[src/rtl/fold_sig_accum.sv]
// fold_sig_accum: compacts the folded a/b byte streams into a pair of
// rotate-XOR signatures over blocks of WORDS beats, then holds the pair on a
// valid/ready output port until the downstream consumer takes it.
//
// Ports:
//   clk        single clock, all state on the rising edge
//   rst        synchronous reset, active-high
//   in_valid   upstream beat valid
//   in_ready   high while accumulating (ACCUM state)
//   aa, bb     folded a/b stream bytes (W bits)
//   flush      close the current block early (ignored while holding)
//   sig_valid  signature pair available (HOLD state)
//   sig_ready  downstream accepts the signature (ignored while accumulating)
//   sig_aa     a-stream signature
//   sig_bb     b-stream signature
//   sig_cnt    number of beats folded into the signature
//   sig_par    {^sig_bb, ^sig_aa}, present only when FOLD_SIG_PARITY_EN is defined
//
// Optional feature macro: FOLD_SIG_PARITY_EN.

module fold_sig_accum #(
   parameter int unsigned W     = 8,
   parameter int unsigned WORDS = 16,
   localparam int unsigned CW   = $clog2(WORDS + 1)
) (
   input  logic          clk,
   input  logic          rst,
   input  logic          in_valid,
   output logic          in_ready,
   input  logic [W-1:0]  aa,
   input  logic [W-1:0]  bb,
   input  logic          flush,
   output logic          sig_valid,
   input  logic          sig_ready,
   output logic [W-1:0]  sig_aa,
   output logic [W-1:0]  sig_bb,
`ifdef FOLD_SIG_PARITY_EN
   output logic [1:0]    sig_par,
`endif
   output logic [CW-1:0] sig_cnt
);

   typedef enum logic [0:0] {StAccum, StHold} state_e;

   state_e        state_q, state_d;
   logic [W-1:0]  acc_aa_q, acc_aa_d;
   logic [W-1:0]  acc_bb_q, acc_bb_d;
   logic [CW-1:0] cnt_q, cnt_d;
   logic [W-1:0]  sig_aa_q, sig_aa_d;
   logic [W-1:0]  sig_bb_q, sig_bb_d;
   logic [CW-1:0] sig_cnt_q, sig_cnt_d;
`ifdef FOLD_SIG_PARITY_EN
   logic [1:0]    sig_par_q, sig_par_d;
`endif
   logic          beat;
   logic [W-1:0]  rot_aa, rot_bb;

   assign rot_aa = {acc_aa_q[W-2:0], acc_aa_q[W-1]} ^ aa;
   assign rot_bb = {acc_bb_q[W-2:0], acc_bb_q[W-1]} ^ bb;

   always_comb begin
      state_d   = state_q;
      acc_aa_d  = acc_aa_q;
      acc_bb_d  = acc_bb_q;
      cnt_d     = cnt_q;
      sig_aa_d  = sig_aa_q;
      sig_bb_d  = sig_bb_q;
      sig_cnt_d = sig_cnt_q;
`ifdef FOLD_SIG_PARITY_EN
      sig_par_d = sig_par_q;
`endif
      beat      = in_valid && (state_q == StAccum);

      unique case (state_q)
         StAccum: begin
            if (beat) begin
               acc_aa_d = rot_aa;
               acc_bb_d = rot_bb;
               cnt_d    = cnt_q + CW'(1);
            end
            // Close on the beat that completes the block, or on flush; a beat
            // in the flush cycle is already folded into acc_*_d.
            if (flush || (beat && (cnt_q == CW'(WORDS - 1)))) begin
               state_d   = StHold;
               sig_aa_d  = acc_aa_d;
               sig_bb_d  = acc_bb_d;
               sig_cnt_d = cnt_d;
`ifdef FOLD_SIG_PARITY_EN
               sig_par_d = {^acc_bb_d, ^acc_aa_d};
`endif
            end
         end
         StHold: begin
            if (sig_ready) begin
               state_d  = StAccum;
               acc_aa_d = '0;
               acc_bb_d = '0;
               cnt_d    = '0;
            end
         end
         default: state_d = StAccum;
      endcase
   end

   always_ff @(posedge clk) begin
      if (rst) begin
         state_q   <= StAccum;
         acc_aa_q  <= '0;
         acc_bb_q  <= '0;
         cnt_q     <= '0;
         sig_aa_q  <= '0;
         sig_bb_q  <= '0;
         sig_cnt_q <= '0;
`ifdef FOLD_SIG_PARITY_EN
         sig_par_q <= '0;
`endif
      end else begin
         state_q   <= state_d;
         acc_aa_q  <= acc_aa_d;
         acc_bb_q  <= acc_bb_d;
         cnt_q     <= cnt_d;
         sig_aa_q  <= sig_aa_d;
         sig_bb_q  <= sig_bb_d;
         sig_cnt_q <= sig_cnt_d;
`ifdef FOLD_SIG_PARITY_EN
         sig_par_q <= sig_par_d;
`endif
      end
   end

   assign in_ready  = (state_q == StAccum);
   assign sig_valid = (state_q == StHold);
   assign sig_aa    = sig_aa_q;
   assign sig_bb    = sig_bb_q;
   assign sig_cnt   = sig_cnt_q;
`ifdef FOLD_SIG_PARITY_EN
   assign sig_par   = sig_par_q;
`endif

endmodule

[config.mk]
export PLATFORM = sky130hd
export DESIGN_NAME = fold_sig_accum
export DESIGN_NICKNAME = d
export VERILOG_FILES = /design/src/rtl/fold_sig_accum.sv
export SDC_FILE = /design/constraint.sdc
export NUM_CORES = 1
export LEC_CHECK = 0
export BUFFER_PORTS_ARGS = -buffer_cell sky130_fd_sc_hd__buf_2
export CAP_MARGIN = 20
export CORE_ASPECT_RATIO = 1.2
export CORE_UTILIZATION = 60
export CTS_BUF_LIST = sky130_fd_sc_hd__clkbuf_4
export CTS_CLUSTER_SIZE = 14
export DETAILED_ROUTE_END_ITERATION = 12
export PLACE_DENSITY_LB_ADDON = 0.05
export SYNTH_ARGS = -nofsm -noshare
export SYNTH_HDL_FRONTEND = slang
export SYNTH_SLANG_ARGS = --single-unit
[constraint.sdc]
create_clock -name clk -period 4.5 [get_ports clk]
set_input_delay 1.35 -clock clk [delete_from_list [all_inputs] [get_ports clk]]
set_output_delay 1.35 -clock clk [all_outputs]
set_load 0.02 [all_outputs]
==> impl_metrics.ini, run 1 <==
[outcome]
outcome = complete, no violations

[logic_synthesis]
synthMuxAreaShare_pct = 1.18
ys_warn_count = 0
synthesis.nets = 242
yosysTopAreaCell = dfxtp_1
ys_ff_latch = 43
async_reset_ff_share_pct = 0
yosys_most_used_dff = dfxtp_1
synth_xor_area_share_pct = 7.84
synthAdderAreaFrac_pct = 1.24
synth_compound_area_share_pct = 23.5
synth_top_family_by_area = compound AO/OA/AOI/OAI gates
netlist_instances = 219
synth_area_per_cell_um2 = 9.18
synth_cell_types = 36
synth_simple_gate_area_share_pct = 19.0
synth_area_um2 = 2010
synth-seq-area-share_pct = 42.8
synth_top_area_share_pct = 42.8
synth_area_leaders = dfxtp_1, nor2_1, o32ai_2
synth_edf_count = 0

[worst_setup_path]
cp_slowest_stage_delay_ns = 0.65
endpoint_kind = output pin
critPathKind = reg -> out
critPathRequiredTime_ns = 3.15
worstSetupStartpointType = flip-flop
critical_path.max_fanout = 14
cpMaxStageDelayCell = dfxtp_1
crit_chain = clkinv_1 > buf_2
worstRegToRegCells = 6
critPathArrivalTime_ns = 1.63

[sta]
tightestPinTransition_ns = 1.01
hold_viol = 0
final-setup-viol-count = 0
worst_slew_margin_rel_pct = 31.3
finalCritPeriodShare_pct = 66.2
setup_tns_ns = 0
slew_violations = 0
clock-skew-final_ns = 0.0135
rsz0062_at_grt = false
worst_slack_ns = 1.52
max_freq_mhz = 336
layout_min_cycle_time_ns = 2.98

[grt]
first_global_vias = 1507
antenna_found_initial = 0
grt_overflow = 0
grt_pass1_wl_um = 6690
grt_usage_pct = 26.2
grt_start_max_net_pins = 44

[clock_tree]
cts_max_level = 2
ctsHoldBuffers = 0
ctsRootBufferMaster = clkbuf_4
path_clk_slew_ns = 0.12
clockBufferDepth = 2
numCtsBuffers = 5
ctsResizeCount = 0
clock-sinks = 43
insertion_delay_ns = 0.36
cts_setup_buffers = 0
cts_tree = built

[placed_design]
place_congestion = 0.795
dp_hpwl_um = 2760
io_buffer_count = 43
dp_worst_setup_slack_ns = 1.58

[hold_path]
hold_class = reg -> reg
whs_path_depth = 2

[cells_and_area]
seqCellArea_um2 = 861
fill_cells = 268
final_cell_mix = nor2_1, dfxtp_1, buf_2
drive_gt1_share_pct = 25.3
layout_commonest_cell = nor2_1
multi_input_area_um2 = 1060
n_antenna_cell = 0
fin_nets = 279
syn2layout_area_growth_pct = 12.8

[routing]
drt-pass1-iter-count = 4
first_iter_violations = 50
num_vias = 1672
routed_wl_um = 4130
vias_per_cell = 5.71
detail-route-antenna-nets = 0
post_drt_wl_per_cell_um = 14.1
drc = 0

[power]
p_per_area_nw_per_um2 = 340
p_leak_nw = 0.976
ir_worst_vdd_v = 0.000248

[die]
fp.dieH_um = 65.4
core_um2 = 3140
fp.dieArea_um2 = 3590
die_w_um = 54.8
placement_rows = 22
io_pins = 44
start_util_pct = 64.1

[flow_run]
maxCapViolCount = 0
[Yosys cell counts, drive strengths merged, types with 4 or more instances]
| master | count |
|---|---|
| a21oi | 10 |
| a22oi | 16 |
| buf | 9 |
| clkbuf | 7 |
| dfxtp | 43 |
| nand2 | 4 |
| nand2b | 18 |
| nor2 | 52 |
| o32ai | 16 |
| xor2 | 17 |
[cell type report]
class | count | share of cell area (%)
Clock buffer | 6 | 1.99
Inverter | 2 | 0.331
Multi-Input combinational cell | 158 | 46.9
Clock inverter | 2 | 0.331
Timing Repair Buffer | 46 | 10.5
Sequential cell | 43 | 38.0
Tap cell | 36 | 1.99
[cells by family (layout without fill, tap and decap cells)]
logic type | Yosys count | count (layout)
simple gates | 83 | 83
xor+xnor | 18 | 18
buf+inv | 18 | 56
fa+ha+maj | 2 | 2
flops | 43 | 43
compound gates | 53 | 53
mux | 2 | 2
[per-layer routing]
| metal | global-route usage [%] | wire, um | part of all wire (%) | vias to the layer above |
|---|---|---|---|---|
| met5 | 0 | 0 | 0 | - |
| met1 | 30.5 | 1820 | 44 | 770 |
| met2 | 43.8 | 2040 | 49 | 47 |
| met3 | 4.86 | 188 | 4.6 | 7 |
| met4 | 13.1 | 78 | 1.9 | 0 |
| li1 | - | - | - | 848 |
[where the power goes]
part / internal [W] / leakage (nW) / switching (W) / total (W)
sequential: 0.000407 / 0.352 / 0.0000198 / 0.000427
combinational: 0.0000640 / 0.593 / 0.0000970 / 0.000161
clock: 0.0000640 / 0.0307 / 0.000120 / 0.000184
[flip-flops by register name, indices dropped and copies added (netlist names)]
| signal | flops |
|---|---|
| acc_aa_q | 8 |
| acc_bb_q | 8 |
| sig_aa | 8 |
| cnt_q | 5 |
| sig_valid | 1 |
| sig_bb | 8 |
| sig_cnt | 5 |
[through the flow]
step / utilization, % / hold WS [ns] / power (W) / instance area, um2 / std cells
after global placement: 70.6 / 0.460 / 0.000593 / 2210 / 285
after CTS: 72.2 / 0.487 / 0.000779 / 2270 / 293
final: 72.2 / 0.487 / 0.000772 / 2270 / 293
after global routing: 72.2 / 0.519 / 0.000812 / 2270 / 293
after floorplan: - / 0.478 / 0.000552 / 2010 / 219
after detailed placement: 70.6 / 0.468 / 0.000596 / 2210 / 285
[critical path: cells and delay by family, from the launching register on]
family                 cells  cell delay, ns
flip-flops                 1            0.65
buffers and inverters      2            0.63
[final timing paths]
| check | slack (ns) | endpoint | startpoint |
|---|---|---|---|
| worst max-delay path | 1.52 | in_ready | sig_valid$_SDFF_PP0_ |
| worst min-delay path | 0.49 | sig_cnt[4]$_SDFFE_PP0P_ | sig_cnt[4]$_SDFFE_PP0P_ |
| worst max register to register | 2.23 | sig_bb[6]$_SDFFE_PP0P_ | cnt_q[0]$_SDFFE_PP0P_ |
| worst min register to register | 0.49 | sig_cnt[4]$_SDFFE_PP0P_ | sig_cnt[4]$_SDFFE_PP0P_ |
Power figures use the tool's default switching activity.
==> inputs of run 2 (changes only) <==
--- a/config.mk
+++ b/config.mk
@@ -8,7 +8,7 @@
 export BUFFER_PORTS_ARGS = -buffer_cell sky130_fd_sc_hd__buf_2
 export CAP_MARGIN = 20
 export CORE_ASPECT_RATIO = 1.2
-export CORE_UTILIZATION = 60
+export CORE_UTILIZATION = 56
 export CTS_BUF_LIST = sky130_fd_sc_hd__clkbuf_4
 export CTS_CLUSTER_SIZE = 14
 export DETAILED_ROUTE_END_ITERATION = 12
==> constraint.sdc (replaced) <==
create_clock -name clk -period 2.8 [get_ports clk]
set_input_delay 0.84 -clock clk [delete_from_list [all_inputs] [get_ports clk]]
set_output_delay 0.84 -clock clk [all_outputs]
set_load 0.02 [all_outputs]
==> run 2 against run 1 <==
- sequential power rose by 61%
- sequential share of layout area fell by 0.90 points
- count of clock-buffer cells in the layout fell by 1
- the run now ends with DRC left
- sequential cell count did not move
- largest power group unchanged
- largest cell class unchanged
==> impl_metrics.ini, run 2 (synthesized netlist as in run 1, its figures left out) <==
[outcome]
outcome = finished with violations
violations = DRC

[die]
placement_rows = 23
io_pins = 44
fp.dieH_um = 67.6
core_um2 = 3400
die_w_um = 56.7
start_util_pct = 59.2
fp.dieArea_um2 = 3840

[sta]
clock-skew-final_ns = 0.00773
worst_slew_margin_rel_pct = 44.8
finalCritPeriodShare_pct = 86.3
hold_viol = 0
rsz0062_at_grt = false
max_freq_mhz = 414
worst_slack_ns = 0.384
slew_violations = 0
setup_tns_ns = 0
final-setup-viol-count = 0
layout_min_cycle_time_ns = 2.42
tightestPinTransition_ns = 0.828

[cells_and_area]
final_cell_mix = nor2_1, dfxtp_1, buf_2
fin_nets = 283
n_antenna_cell = 0
layout_commonest_cell = nor2_1
syn2layout_area_growth_pct = 15.5
fill_cells = 308
postLayoutCellArea_um2 = 2320
drive_gt1_share_pct = 26.8

[clock_tree]
clock-sinks = 43
ctsRootBufferMaster = clkbuf_4
ctsResizeCount = 0
ctsHoldBuffers = 0
path_clk_slew_ns = 0.12
clockBufferDepth = 2
cts_setup_buffers = 0
cts_max_level = 2
numCtsBuffers = 5
cts_tree = built
insertion_delay_ns = 0.36

[routing]
first_iter_violations = 80
vias_per_cell = 5.56
drt-pass1-iter-count = 9
post_drt_wl_per_cell_um = 13.8
routed_wl_um = 4120
detail-route-antenna-nets = 0
drc = 10
num_vias = 1656

[grt]
first_global_vias = 1524
grt_pass1_wl_um = 6830
antenna_found_initial = 0
grt_usage_pct = 23.3
grt_start_max_net_pins = 44
grt_overflow = 0

[worst_setup_path]
critPathArrivalTime_ns = 1.58
critPathKind = reg -> out
critPathRequiredTime_ns = 1.96
worstSetupStartpointType = flip-flop
critical_path.max_fanout = 14
endpoint_kind = output pin

[hold_path]
hold_class = reg -> reg

[power]
ir_worst_vdd_v = 0.000447
p_leak_nw = 1.01
p_per_area_nw_per_um2 = 575

[placed_design]
dp_hpwl_um = 2760
dpl_cell_area_um2 = 2250
dp_worst_setup_slack_ns = 0.512
place_congestion = 0.769
io_buffer_count = 43

[flow_run]
maxCapViolCount = 0
-- run 2: cell count changes in the layout (fill, tap and decap cells not counted) --
cell,previous run,this run
clkinv_2,0,1
clkinv_1,3,2
bufinv_16,0,1
buf_4,3,7
clkbuf_4,6,5
-- run 2: final cells by class --
type,instances,area (um2),area share [%]
clock buffer,5,37.5,1.62
clock inverter,3,38.8,1.67
inverter,2,7.51,0.323
multi-input combinational,158,1060,45.8
sequential,43,861,37.1
tap,37,46.3,1.99
timing repair buffer,50,268,11.5
-- run 2: path summary, 6_finish.rpt --
kind | from | to | slack (ns) | cells past startpoint
setup / recovery | sig_valid$_SDFF_PP0_ | in_ready | 0.38 | 2
hold / removal | sig_cnt[4]$_SDFFE_PP0P_ | sig_cnt[4]$_SDFFE_PP0P_ | 0.48 | 2
setup reg to reg | cnt_q[0]$_SDFFE_PP0P_ | sig_bb[4]$_SDFFE_PP0P_ | 0.55 | 6
hold reg to reg | sig_cnt[4]$_SDFFE_PP0P_ | sig_cnt[4]$_SDFFE_PP0P_ | 0.48 | 2
-- run 2: power breakdown --
| part | internal [W] | switching (W) | total, W |
|---|---|---|---|
| clock | 0.000184 | 0.000203 | 0.000387 |
| sequential | 0.000654 | 0.0000319 | 0.000686 |
| combinational | 0.000108 | 0.000156 | 0.000264 |
| total | 0.000946 | 0.000390 | 0.00134 |
-- run 2: through the flow --
stage	power (W)	std cells	util (%)	hold slack, ns
after floorplan	0.000888	219	-	0.478
after CTS	0.00134	298	68.4	0.480
after detailed placement	0.000964	290	66.1	0.462
final	0.00134	298	68.4	0.478
after global routing	0.00140	298	68.4	0.508
after global placement	0.000961	290	66.1	0.477
-- run 2: layer usage --
layer  share of wire (%)  up-vias  GRT usage, %
met3                 4.1        8          6.51
met5                   0        -             0
met4                 2.3        0          9.38
met2                  48       39          38.5
met1                  46      752          28.7
li1                    -      857             -
-- run 2: worst max-delay path, cell delays in order, from the launching register on --
cell and delay, ns:
dfxtp_1 0.63, clkinv_1 0.34, buf_2 0.25
